==> config.mk <==
export PLATFORM = sky130hd
export DESIGN_NAME = output_process_block_flat
export DESIGN_NICKNAME = d
export VERILOG_FILES = /design/src/rtl/flash_pkg.sv /design/src/rtl/output_process_block_if.sv /design/src/rtl/opb_hold_buffer.sv /design/src/rtl/output_process_block.sv /design/src/flat_wrapper.sv
export SDC_FILE = /design/constraint.sdc
export NUM_CORES = 1
export LEC_CHECK = 0
export CORE_MARGIN = 4
export CORE_UTILIZATION = 40
export CTS_CLUSTER_DIAMETER = 30
export DETAILED_ROUTE_END_ITERATION = 12
export PLACE_DENSITY_LB_ADDON = 0.3
export SYNTH_ARGS = -nofsm -noshare
export SYNTH_HDL_FRONTEND = slang
export SYNTH_SLANG_ARGS = --single-unit
==> constraint.sdc <==
create_clock -name clk2 -period 4 [get_ports clk2]
set_input_delay 0.8 -clock clk2 [delete_from_list [all_inputs] [get_ports clk2]]
set_output_delay 0.8 -clock clk2 [all_outputs]
set_load 0.03 [all_outputs]
==> src/rtl/flash_pkg.sv <==
// Shared types for the flash return path: route-select encoding, controller
// states and the default transfer length.
package flash_pkg;

  localparam int PAGE_BYTES_DEF = 16;

  typedef enum logic [1:0] {
    OPB_NONE = 2'b00,
    OPB_SRAM = 2'b01,
    OPB_FIFO = 2'b10,
    OPB_STAT = 2'b11
  } opb_cmd_e;

  typedef enum logic [2:0] {
    ST_IDLE,
    ST_SRAM,
    ST_FIFO,
    ST_STAT,
    ST_DONE
  } opb_state_e;

endpackage

==> src/rtl/output_process_block_if.sv <==
// Bus bundle between the FCU/flash side (master) and the output process block (slave).
interface output_process_block_if
  import flash_pkg::*;
#(
  parameter int ADDR_W = 8
);
  logic [7:0]        FDataOut;
  opb_cmd_e          OPBCommand;
  logic              start;
  logic              output_shift;
  logic [ADDR_W-1:0] SRAM_Addr_base;
  logic              FIFO_full;

  logic [7:0]        In_SRAM;
  logic [ADDR_W-1:0] SRAM_Addr;
  logic              SRAM_wen;
  logic [7:0]        FIFO_data;
  logic              FIFO_wen;
  logic [7:0]        Status;
  logic              busy;
  logic              stall;
  logic              overrun;
  logic              done;

  modport master (
    output FDataOut, OPBCommand, start, output_shift, SRAM_Addr_base, FIFO_full,
    input  In_SRAM, SRAM_Addr, SRAM_wen, FIFO_data, FIFO_wen, Status,
    input  busy, stall, overrun, done
  );

  modport slave (
    input  FDataOut, OPBCommand, start, output_shift, SRAM_Addr_base, FIFO_full,
    output In_SRAM, SRAM_Addr, SRAM_wen, FIFO_data, FIFO_wen, Status,
    output busy, stall, overrun, done
  );
endinterface

==> src/rtl/opb_hold_buffer.sv <==
// Single-entry skid register in front of the host output FIFO; reports
// back-pressure and latches a sticky overrun when a byte arrives while blocked.
module opb_hold_buffer (
  input  logic       clk2,
  input  logic       NReset,
  input  logic       load_i,
  input  logic [7:0] data_i,
  input  logic       fifo_full_i,
  input  logic       drop_i,
  input  logic       clear_i,
  output logic [7:0] data_o,
  output logic       fifo_wen_o,
  output logic       stall_o,
  output logic       overrun_o
);

  logic       hold_valid_q;
  logic [7:0] hold_data_q;
  logic       overrun_q;

  assign fifo_wen_o = hold_valid_q & ~fifo_full_i;
  assign stall_o    = hold_valid_q & fifo_full_i;
  assign data_o     = hold_data_q;
  assign overrun_o  = overrun_q;

  // A load in the same cycle as a drain keeps the entry occupied with the new byte.
  always_ff @(posedge clk2 or negedge NReset) begin
    if (!NReset) begin
      hold_valid_q <= 1'b0;
      hold_data_q  <= 8'h00;
      overrun_q    <= 1'b0;
    end else begin
      if (load_i) begin
        hold_valid_q <= 1'b1;
        hold_data_q  <= data_i;
      end else if (fifo_wen_o) begin
        hold_valid_q <= 1'b0;
      end
      if (clear_i) begin
        overrun_q <= 1'b0;
      end else if (drop_i) begin
        overrun_q <= 1'b1;
      end
    end
  end

endmodule

==> src/rtl/output_process_block.sv <==
// Flash return-path router: captures FDataOut on FCU strobes and steers each
// byte to SRAM, the host output FIFO or the status register.
//
// state   | meaning
// IDLE    | waiting for an FCU start with a non-zero route
// SRAM    | page read, one SRAM write per strobe at base+k
// FIFO    | page read through the hold buffer into the host FIFO
// STAT    | waiting for the single status byte
// DONE    | one-cycle completion pulse, then back to IDLE
module output_process_block
  import flash_pkg::*;
#(
  parameter int PAGE_BYTES = PAGE_BYTES_DEF,
  parameter int ADDR_W     = 8
) (
  input  logic                  clk2,
  input  logic                  NReset,
  output_process_block_if.slave bus
);

  localparam int               CNT_W    = $clog2(PAGE_BYTES + 1);
  localparam logic [CNT_W-1:0] PAGE_CNT = CNT_W'(PAGE_BYTES);

  opb_state_e        state_q;
  logic [CNT_W-1:0]  cnt_q;
  logic [ADDR_W-1:0] addr_q;
  logic [ADDR_W-1:0] sram_addr_q;
  logic [7:0]        in_sram_q;
  logic [7:0]        status_q;
  logic              sram_wen_q;
  logic              busy_q;
  logic              done_q;

  logic start_ok;
  logic room;
  logic sram_cap;
  logic fifo_cap;
  logic fifo_drop;
  logic fifo_wen;
  logic stall;

  assign start_ok  = bus.start && (state_q == ST_IDLE) && (bus.OPBCommand != OPB_NONE);
  assign room      = (cnt_q != PAGE_CNT);
  assign sram_cap  = (state_q == ST_SRAM) && bus.output_shift && room;
  assign fifo_cap  = (state_q == ST_FIFO) && bus.output_shift && !stall && room;
  assign fifo_drop = (state_q == ST_FIFO) && bus.output_shift && stall;

  opb_hold_buffer u_hold (
    .clk2        (clk2),
    .NReset      (NReset),
    .load_i      (fifo_cap),
    .data_i      (bus.FDataOut),
    .fifo_full_i (bus.FIFO_full),
    .drop_i      (fifo_drop),
    .clear_i     (start_ok),
    .data_o      (bus.FIFO_data),
    .fifo_wen_o  (fifo_wen),
    .stall_o     (stall),
    .overrun_o   (bus.overrun)
  );

  always_ff @(posedge clk2 or negedge NReset) begin
    if (!NReset) begin
      state_q     <= ST_IDLE;
      cnt_q       <= '0;
      addr_q      <= '0;
      sram_addr_q <= '0;
      in_sram_q   <= 8'h00;
      status_q    <= 8'h00;
      sram_wen_q  <= 1'b0;
      busy_q      <= 1'b0;
      done_q      <= 1'b0;
    end else begin
      sram_wen_q <= 1'b0;
      unique case (state_q)
        ST_IDLE: begin
          if (start_ok) begin
            cnt_q  <= '0;
            addr_q <= bus.SRAM_Addr_base;
            busy_q <= 1'b1;
            case (bus.OPBCommand)
              OPB_SRAM: state_q <= ST_SRAM;
              OPB_FIFO: state_q <= ST_FIFO;
              default:  state_q <= ST_STAT;
            endcase
          end
        end
        ST_SRAM: begin
          if (sram_cap) begin
            sram_wen_q  <= 1'b1;
            in_sram_q   <= bus.FDataOut;
            sram_addr_q <= addr_q;
            addr_q      <= addr_q + ADDR_W'(1);
            cnt_q       <= cnt_q + CNT_W'(1);
          end
          // Finish only once the last byte's write cycle is on the bus.
          if (sram_wen_q && !room) begin
            state_q <= ST_DONE;
            done_q  <= 1'b1;
          end
        end
        ST_FIFO: begin
          if (fifo_cap) begin
            cnt_q <= cnt_q + CNT_W'(1);
          end
          if (fifo_wen && !room) begin
            state_q <= ST_DONE;
            done_q  <= 1'b1;
          end
        end
        ST_STAT: begin
          if (bus.output_shift) begin
            status_q <= bus.FDataOut;
            state_q  <= ST_DONE;
            done_q   <= 1'b1;
          end
        end
        ST_DONE: begin
          state_q <= ST_IDLE;
          done_q  <= 1'b0;
          busy_q  <= 1'b0;
        end
        default: state_q <= ST_IDLE;
      endcase
    end
  end

  assign bus.In_SRAM   = in_sram_q;
  assign bus.SRAM_Addr = sram_addr_q;
  assign bus.SRAM_wen  = sram_wen_q;
  assign bus.Status    = status_q;
  assign bus.busy      = busy_q;
  assign bus.done      = done_q;
  assign bus.FIFO_wen  = fifo_wen;
  assign bus.stall     = stall;

endmodule

==> src/flat_wrapper.sv <==
// flat-port wrapper written by rule: the top's interface ports become plain ports
module output_process_block_flat import flash_pkg::*;
#(
  parameter int PAGE_BYTES = PAGE_BYTES_DEF,
  parameter int ADDR_W     = 8
)
  (clk2, NReset, bus_FDataOut, bus_OPBCommand, bus_start, bus_output_shift, bus_SRAM_Addr_base, bus_FIFO_full, bus_In_SRAM, bus_SRAM_Addr, bus_SRAM_wen, bus_FIFO_data, bus_FIFO_wen, bus_Status, bus_busy, bus_stall, bus_overrun, bus_done);
  output_process_block_if #(.ADDR_W(ADDR_W)) bus_i ();
  input  logic clk2;
  input  logic NReset;
  input wire logic [$bits(bus_i.FDataOut)-1:0] bus_FDataOut;
  input wire logic [$bits(bus_i.OPBCommand)-1:0] bus_OPBCommand;
  input wire logic [$bits(bus_i.start)-1:0] bus_start;
  input wire logic [$bits(bus_i.output_shift)-1:0] bus_output_shift;
  input wire logic [$bits(bus_i.SRAM_Addr_base)-1:0] bus_SRAM_Addr_base;
  input wire logic [$bits(bus_i.FIFO_full)-1:0] bus_FIFO_full;
  output wire logic [$bits(bus_i.In_SRAM)-1:0] bus_In_SRAM;
  output wire logic [$bits(bus_i.SRAM_Addr)-1:0] bus_SRAM_Addr;
  output wire logic [$bits(bus_i.SRAM_wen)-1:0] bus_SRAM_wen;
  output wire logic [$bits(bus_i.FIFO_data)-1:0] bus_FIFO_data;
  output wire logic [$bits(bus_i.FIFO_wen)-1:0] bus_FIFO_wen;
  output wire logic [$bits(bus_i.Status)-1:0] bus_Status;
  output wire logic [$bits(bus_i.busy)-1:0] bus_busy;
  output wire logic [$bits(bus_i.stall)-1:0] bus_stall;
  output wire logic [$bits(bus_i.overrun)-1:0] bus_overrun;
  output wire logic [$bits(bus_i.done)-1:0] bus_done;
  assign bus_i.FDataOut = bus_FDataOut;
  assign bus_i.OPBCommand = bus_OPBCommand;
  assign bus_i.start = bus_start;
  assign bus_i.output_shift = bus_output_shift;
  assign bus_i.SRAM_Addr_base = bus_SRAM_Addr_base;
  assign bus_i.FIFO_full = bus_FIFO_full;
  assign bus_In_SRAM = bus_i.In_SRAM;
  assign bus_SRAM_Addr = bus_i.SRAM_Addr;
  assign bus_SRAM_wen = bus_i.SRAM_wen;
  assign bus_FIFO_data = bus_i.FIFO_data;
  assign bus_FIFO_wen = bus_i.FIFO_wen;
  assign bus_Status = bus_i.Status;
  assign bus_busy = bus_i.busy;
  assign bus_stall = bus_i.stall;
  assign bus_overrun = bus_i.overrun;
  assign bus_done = bus_i.done;
  output_process_block #(.PAGE_BYTES(PAGE_BYTES), .ADDR_W(ADDR_W)) u_core (.clk2(clk2), .NReset(NReset), .bus(bus_i));
endmodule
# After elaboration in Yosys (flattened, before gate mapping)
# Cells that the tools add are included.
dict set report totals {
  mem_bits_rw 0
  out_inout_bits 38
  regBits 53
  memories 0
  latch_bits 0
  rom_bits 0
}
dict set report classes {
  n_shift 0
  multipliers 0
  muxes 25
  order_cmp 0
  bitwise 3
  div_mod_pow 0
  reduce_logical 27
  n_eq_ne 13
  n_addsub 2
}
# cell count
set ops {}
lappend ops {{two-way mux 8 bit} 2}
lappend ops {{case mux 8 bit (2 select lines)} 1}
lappend ops {{two-way mux 5 bit} 3}
lappend ops {{case mux 5 bit (3 select lines)} 1}
lappend ops {{two-way mux 3 bit} 4}
lappend ops {{case mux 3 bit (4 select lines)} 1}
lappend ops {{AND reduction 4 bit} 3}
lappend ops {{logical AND 1 bit} 10}
lappend ops {{two-way mux 1 bit} 10}
lappend ops {{nonzero test 2 bit} 5}
lappend ops {{adder 8 x 1 -> 8 bit (second input constant)} 1}
lappend ops {{equality test 3 x 2 -> 1 bit (second input constant)} 2}
lappend ops {{!= test 2 x 1 -> 1 bit (second input constant)} 3}
lappend ops {{!= test 2 bit (second input constant)} 3}
lappend ops {{AND reduction 2 bit} 3}
lappend ops {{adder 5 x 1 -> 5 bit (second input constant)} 1}
lappend ops {{!= test 5 bit (second input constant)} 1}
lappend ops {{case mux 1 bit (4 select lines)} 1}
lappend ops {{case mux 2 bit (2 select lines)} 1}
lappend ops {{nonzero test 4 bit} 1}
lappend ops {{equality test 3 x 1 -> 1 bit (second input constant)} 1}
lappend ops {{equality test 3 bit (second input constant)} 1}
lappend ops {{zero test 3 bit} 1}
lappend ops {{AND reduction 3 bit} 1}
lappend ops {{7 further kinds} 9}

# Depth between registers and ports, before layout
dict set report logic_depth {
  depth_word 6
  depth_mapped 7
  depth_no_buf 6
}

# Hierarchy
# A second synthesis with hierarchy kept.
dict set report hier_totals {
  hier_cells 203
  hier_area_um2 2532.4
}
# module cells_each area_each_um2 seq_area_each_um2 instances
set modules_own_cells {}
lappend modules_own_cells {output_process_block 180 2119.5 1076.0 1}
lappend modules_own_cells {opb_hold_buffer 23 412.9 250.2 1}

# Least setup slack after synthesis
# Ideal clock, no wire load.
dict set report synth_path {
  kind {input to register}
  start {input bus_output_shift}
  end {register u_core.cnt_q[3]}
  slack_ps 2029
  path_stages 5
  setup_ps 126
  arrival_time_ps 1845
  path_cell_list {clkbuf_1 > nand3b_1 > o22ai_1 > o21bai_2 > a221o_1}
}
dict set report synth_via {
  elab_chain_len 5
  elab_cells_between_ends 8
  cone_classes {2 x eq/ne; 6 x reduce/logical}
}
# element line
set synth_rtl {}
lappend synth_rtl {{start: declaration} flat_wrapper.sv:14} ;# input wire logic [$bits(bus_i.output_shift)-1:0] bus_output_shift;
lappend synth_rtl {{logical AND 1 bit (3 in a row)} output_process_block.sv:45} ;# assign fifo_cap = (state_q == ST_FIFO) && bus.output_shift && !stall && room;
lappend synth_rtl {{!= test 2 x 1 -> 1 bit (no line)} n/a}
lappend synth_rtl {{AND reduction 4 bit (no line) (*)} n/a}
lappend synth_rtl {{end signal: assignment} output_process_block.sv:94} ;# cnt_q <= cnt_q + CNT_W'(1);
lappend synth_rtl {{end signal: assignment} output_process_block.sv:104} ;# cnt_q <= cnt_q + CNT_W'(1);
lappend synth_rtl {{end: declaration} output_process_block.sv:25} ;# logic [CNT_W-1:0] cnt_q;
# Mark *: on every way between the ends. The rest lies on a longest branch, timed or not.
# A chain may end at the register's enable or synchronous reset.

# Worst setup path in the final report
dict set report layout_path {
  start {input bus_FIFO_full}
  end {output bus_stall}
}
dict set report layout_via {
  elab_chain_len 1
}
# element line
set layout_rtl {}
lappend layout_rtl {{start: declaration} flat_wrapper.sv:16} ;# input wire logic [$bits(bus_i.FIFO_full)-1:0] bus_FIFO_full;
lappend layout_rtl {{bitwise AND 1 bit} opb_hold_buffer.sv:22} ;# assign stall_o = hold_valid_q & fifo_full_i;
lappend layout_rtl {{end: declaration} flat_wrapper.sv:24} ;# output wire logic [$bits(bus_i.stall)-1:0] bus_stall;
# Every way passes these cells.

==> metrics.yaml <==
synthesis:
  ys_async_sr_fraction_pct: 100
  syn_area_um2: 2520
  synth-edff-count: 0
  syn_nets: 241
  synth_top_family_by_area: "simple AND/OR/NAND/NOR gates"
  synth-seq-cells: 53
  yosys_warnings: 0
  muxShareOfSynthArea_pct: 14.9
  synth_top_flop_cell: "dfrtp_1"
  synthXorXnorAreaFrac_pct: 0.695
  synth_cell_types: 50
  synth_cells: 215
  synth-simple-area-share_pct: 15.1
  synth_compound_area_share_pct: 11.7
  synthAdderAreaFrac_pct: 1.49
  synth_seq_area_share_pct: 52.6
  syn_area_per_cell_um2: 11.7
critical_path:
  arrival_ps: 2120
  cp-end-kind: "output port"
  path_max_fanout: 4
  start_kind: "input pin"
  path_class: "in2out"
  r2r_start: "u_core.state_q[0]"
  crit_required_ps: 3200
  reg2reg_slack_ps: 1680
  crit_path_start: "bus_FIFO_full"
route:
  drcViolationCount: 0
  routedWlPerCell_um: 15.7
  routed_wirelength_um: 5530
  drtAntennaViolNets: 0
  num_vias: 1878
  viasPerCell: 5.35
  first_iter_violations: 85
  dr.pass1.iters: 4
power_and_ir_drop:
  peakVddDrop_uv: 564
  clkPwrFrac_pct: 10.9
  p_int_mw: 1.61
  p_leak_nw: 1.38
  powerDensity_nw_per_um2: 864
  p_switching_mw: 1.21
  comb_power_share_pct: 53.5
  netSwitchingFraction_pct: 42.9
  pwr-share-seq_pct: 35.6
layout:
  fin_cells: 351
  final_common_cell: "clkdlybuf4s50_1"
  drive_gt1_share_pct: 18.8
  antenna_cells: 0
  area_growth_pct: 29.2
  layout_common_cells: "clkdlybuf4s50_1, dfrtp_1, mux2_2, nand2_1, a21oi_1"
  nNetsFinal: 301
timing:
  worstMarginPinSlew_ps: 715
  setup_viol: 0
  final_hold_viol_count: 0
  fmax_ghz: 0.342
  slew_violations: 0
  period_needed_ps: 2920
  finalSetupTns_ps: 0
  setup_ws_ps: 1080
  hold_ws_ps: 504
  rsz0062_at_grt: "false"
  min_period_over_period_pct: 73.0
  maxSlewHeadroom_pct: 52.3
  finalClockSkew_ps: 8.15
die:
  pin_count: 61
  initial_core_util_pct: 41.8
  die_w_um: 87.4
  design.core.area_um2: 6030
  die_y_um: 87.4
  die-area_um2: 7640
  rows: 28
placed_design:
  gp_congestion: 0.783
  pre_cts_slack_ps: 1070
  post-place-cells: 343
  hpwl_um: 3970
  io_buffers: 60
grt:
  grt_pass1_vias: 1830
  grt_max_degree: 29
  grt_pass1_wl_um: 9200
  grt_usage_pct: 15.5
  grt_overflow: 0
  antenna_found_initial: 0
cts:
  cts_resized: 0
  clk_pin_slew_worst_paths_ps: 100
  numClockSinks: 53
  numCtsBuffers: 5
  cts_setup_buffers: 0
  cts_root_buf: "clkbuf_8"
  clk_latency_ps: 310
  cts_tree: "yes"
  cts_max_level: 2
  cts_hold_buffers: 0
  clock_path_buffers: 2
min_path:
  hold_path.class: "in2async"
status:
  status: "finished, final reports clean"
run:
  drv_cap: 0
==> sequential cells by signal (all words and copies together) (netlist names) <==
name / flops
u_core.bus.SRAM_wen: 1
u_core.state_q: 3
u_core.bus.SRAM_Addr: 8
u_core.cnt_q: 5
u_core.bus.done: 1
u_core.addr_q: 8
u_core.u_hold.data_o: 8
u_core.bus.Status: 8
u_core.bus.busy: 1
u_core.u_hold.hold_valid_q: 1
u_core.bus.In_SRAM: 8
u_core.u_hold.overrun_o: 1
==> per-layer routing <==
metal / global-route usage (%) / wire (um) / vias up
met5: 0 / 0 / -
met1: 19.7 / 2330 / 931
met2: 24.5 / 2750 / 42
met4: 4.60 / 48 / 0
met3: 5.96 / 402 / 4
li1: - / - / 901
==> per-stage QoR <==
| step | util (%) | total power [mW] | cell area, um^2 |
|---|---|---|---|
| 6_report | 54.1 | 2.82 | 3260 |
| 3_5_place_dp | 52.6 | 2.54 | 3170 |
| 2_1_floorplan | - | 1.99 | 2520 |
| 4_1_cts | 54.1 | 2.85 | 3260 |
| 3_3_place_gp | 52.6 | 2.51 | 3170 |
| 5_1_grt | 54.1 | 3.02 | 3260 |
==> cells in the mapped netlist, types with 2 or more instances <==
master     n  area, um^2
a221o_1    2        20.0
a22oi_1    2        15.0
nand2b_1   3        18.8
o22ai_1    3        18.8
mux2_2    25         282
inv_1     10        37.5
nand3_1    7        35.0
ha_1       3        37.5
a31oi_1    8        50.1
dfrtp_1   53        1330
and3_1     3        18.8
a21oi_1   11        55.1
nand2_1   15        56.3
nand4_1    2        12.5
or3_1      2        12.5
buf_2      4        20.0
clkbuf_1   2        7.51
or2_1      2        12.5
buf_6      2        22.5
mux2i_1    2        20.0
nor2_1    10        37.5
nand3b_1   3        22.5
mux2_4     5        75.1
o21ai_0    9        45.0
nor4_1     2        12.5
==> power by group through the flow <==
stage	logic (mW)	clock network (mW)	registers (mW)
after floorplan	0.698	0	1.29
after global placement	1.50	0	1.00
after detailed placement	1.52	0	1.01
after CTS	1.53	0.320	1.00
after global routing	1.63	0.344	1.04
final	1.51	0.307	1.00
==> worst paths after layout <==
| check | endpoint | cells past startpoint |
|---|---|---|
| worst max-delay path | bus_stall | 4 |
| worst min-delay path | u_core.bus.SRAM_Addr[2] | 1 |
| worst max register to register | u_core.bus.In_SRAM[3] | 3 |
| worst min register to register | u_core.u_hold.data_o[4] | 1 |
| max in group asynchronous | u_core.bus.Status[3] | 2 |
| min in group clk2 | u_core.u_hold.data_o[4] | 1 |
==> worst max-delay path, stage by stage <==
cell and delay (ps):
clkdlybuf4s50_1 470, nand2_1 100, inv_1 90, clkdlybuf4s50_1 660
==> final cells by class <==
cell class / count / area (um^2)
Fill cell: 548 / 2770
Sequential cell: 53 / 1330
Tap cell: 75 / 93.8
Timing Repair Buffer: 61 / 603
Multi-Input combinational cell: 144 / 1110
Inverter: 10 / 37.5
Clock inverter: 3 / 21.3
Clock buffer: 5 / 68.8
==> cell families (layout without fill, tap and decap cells) <==
group / after synthesis / in the layout
and+or+nand+nor: 62 / 62
DFF: 53 / 53
AOI/OAI and AO/OA: 45 / 45
muxes: 32 / 32
buffers and inverters: 18 / 79
adders and majority gates: 3 / 3
xor gates and xnor gates: 2 / 2
No activity file was read; power rests on OpenSTA's default activity.
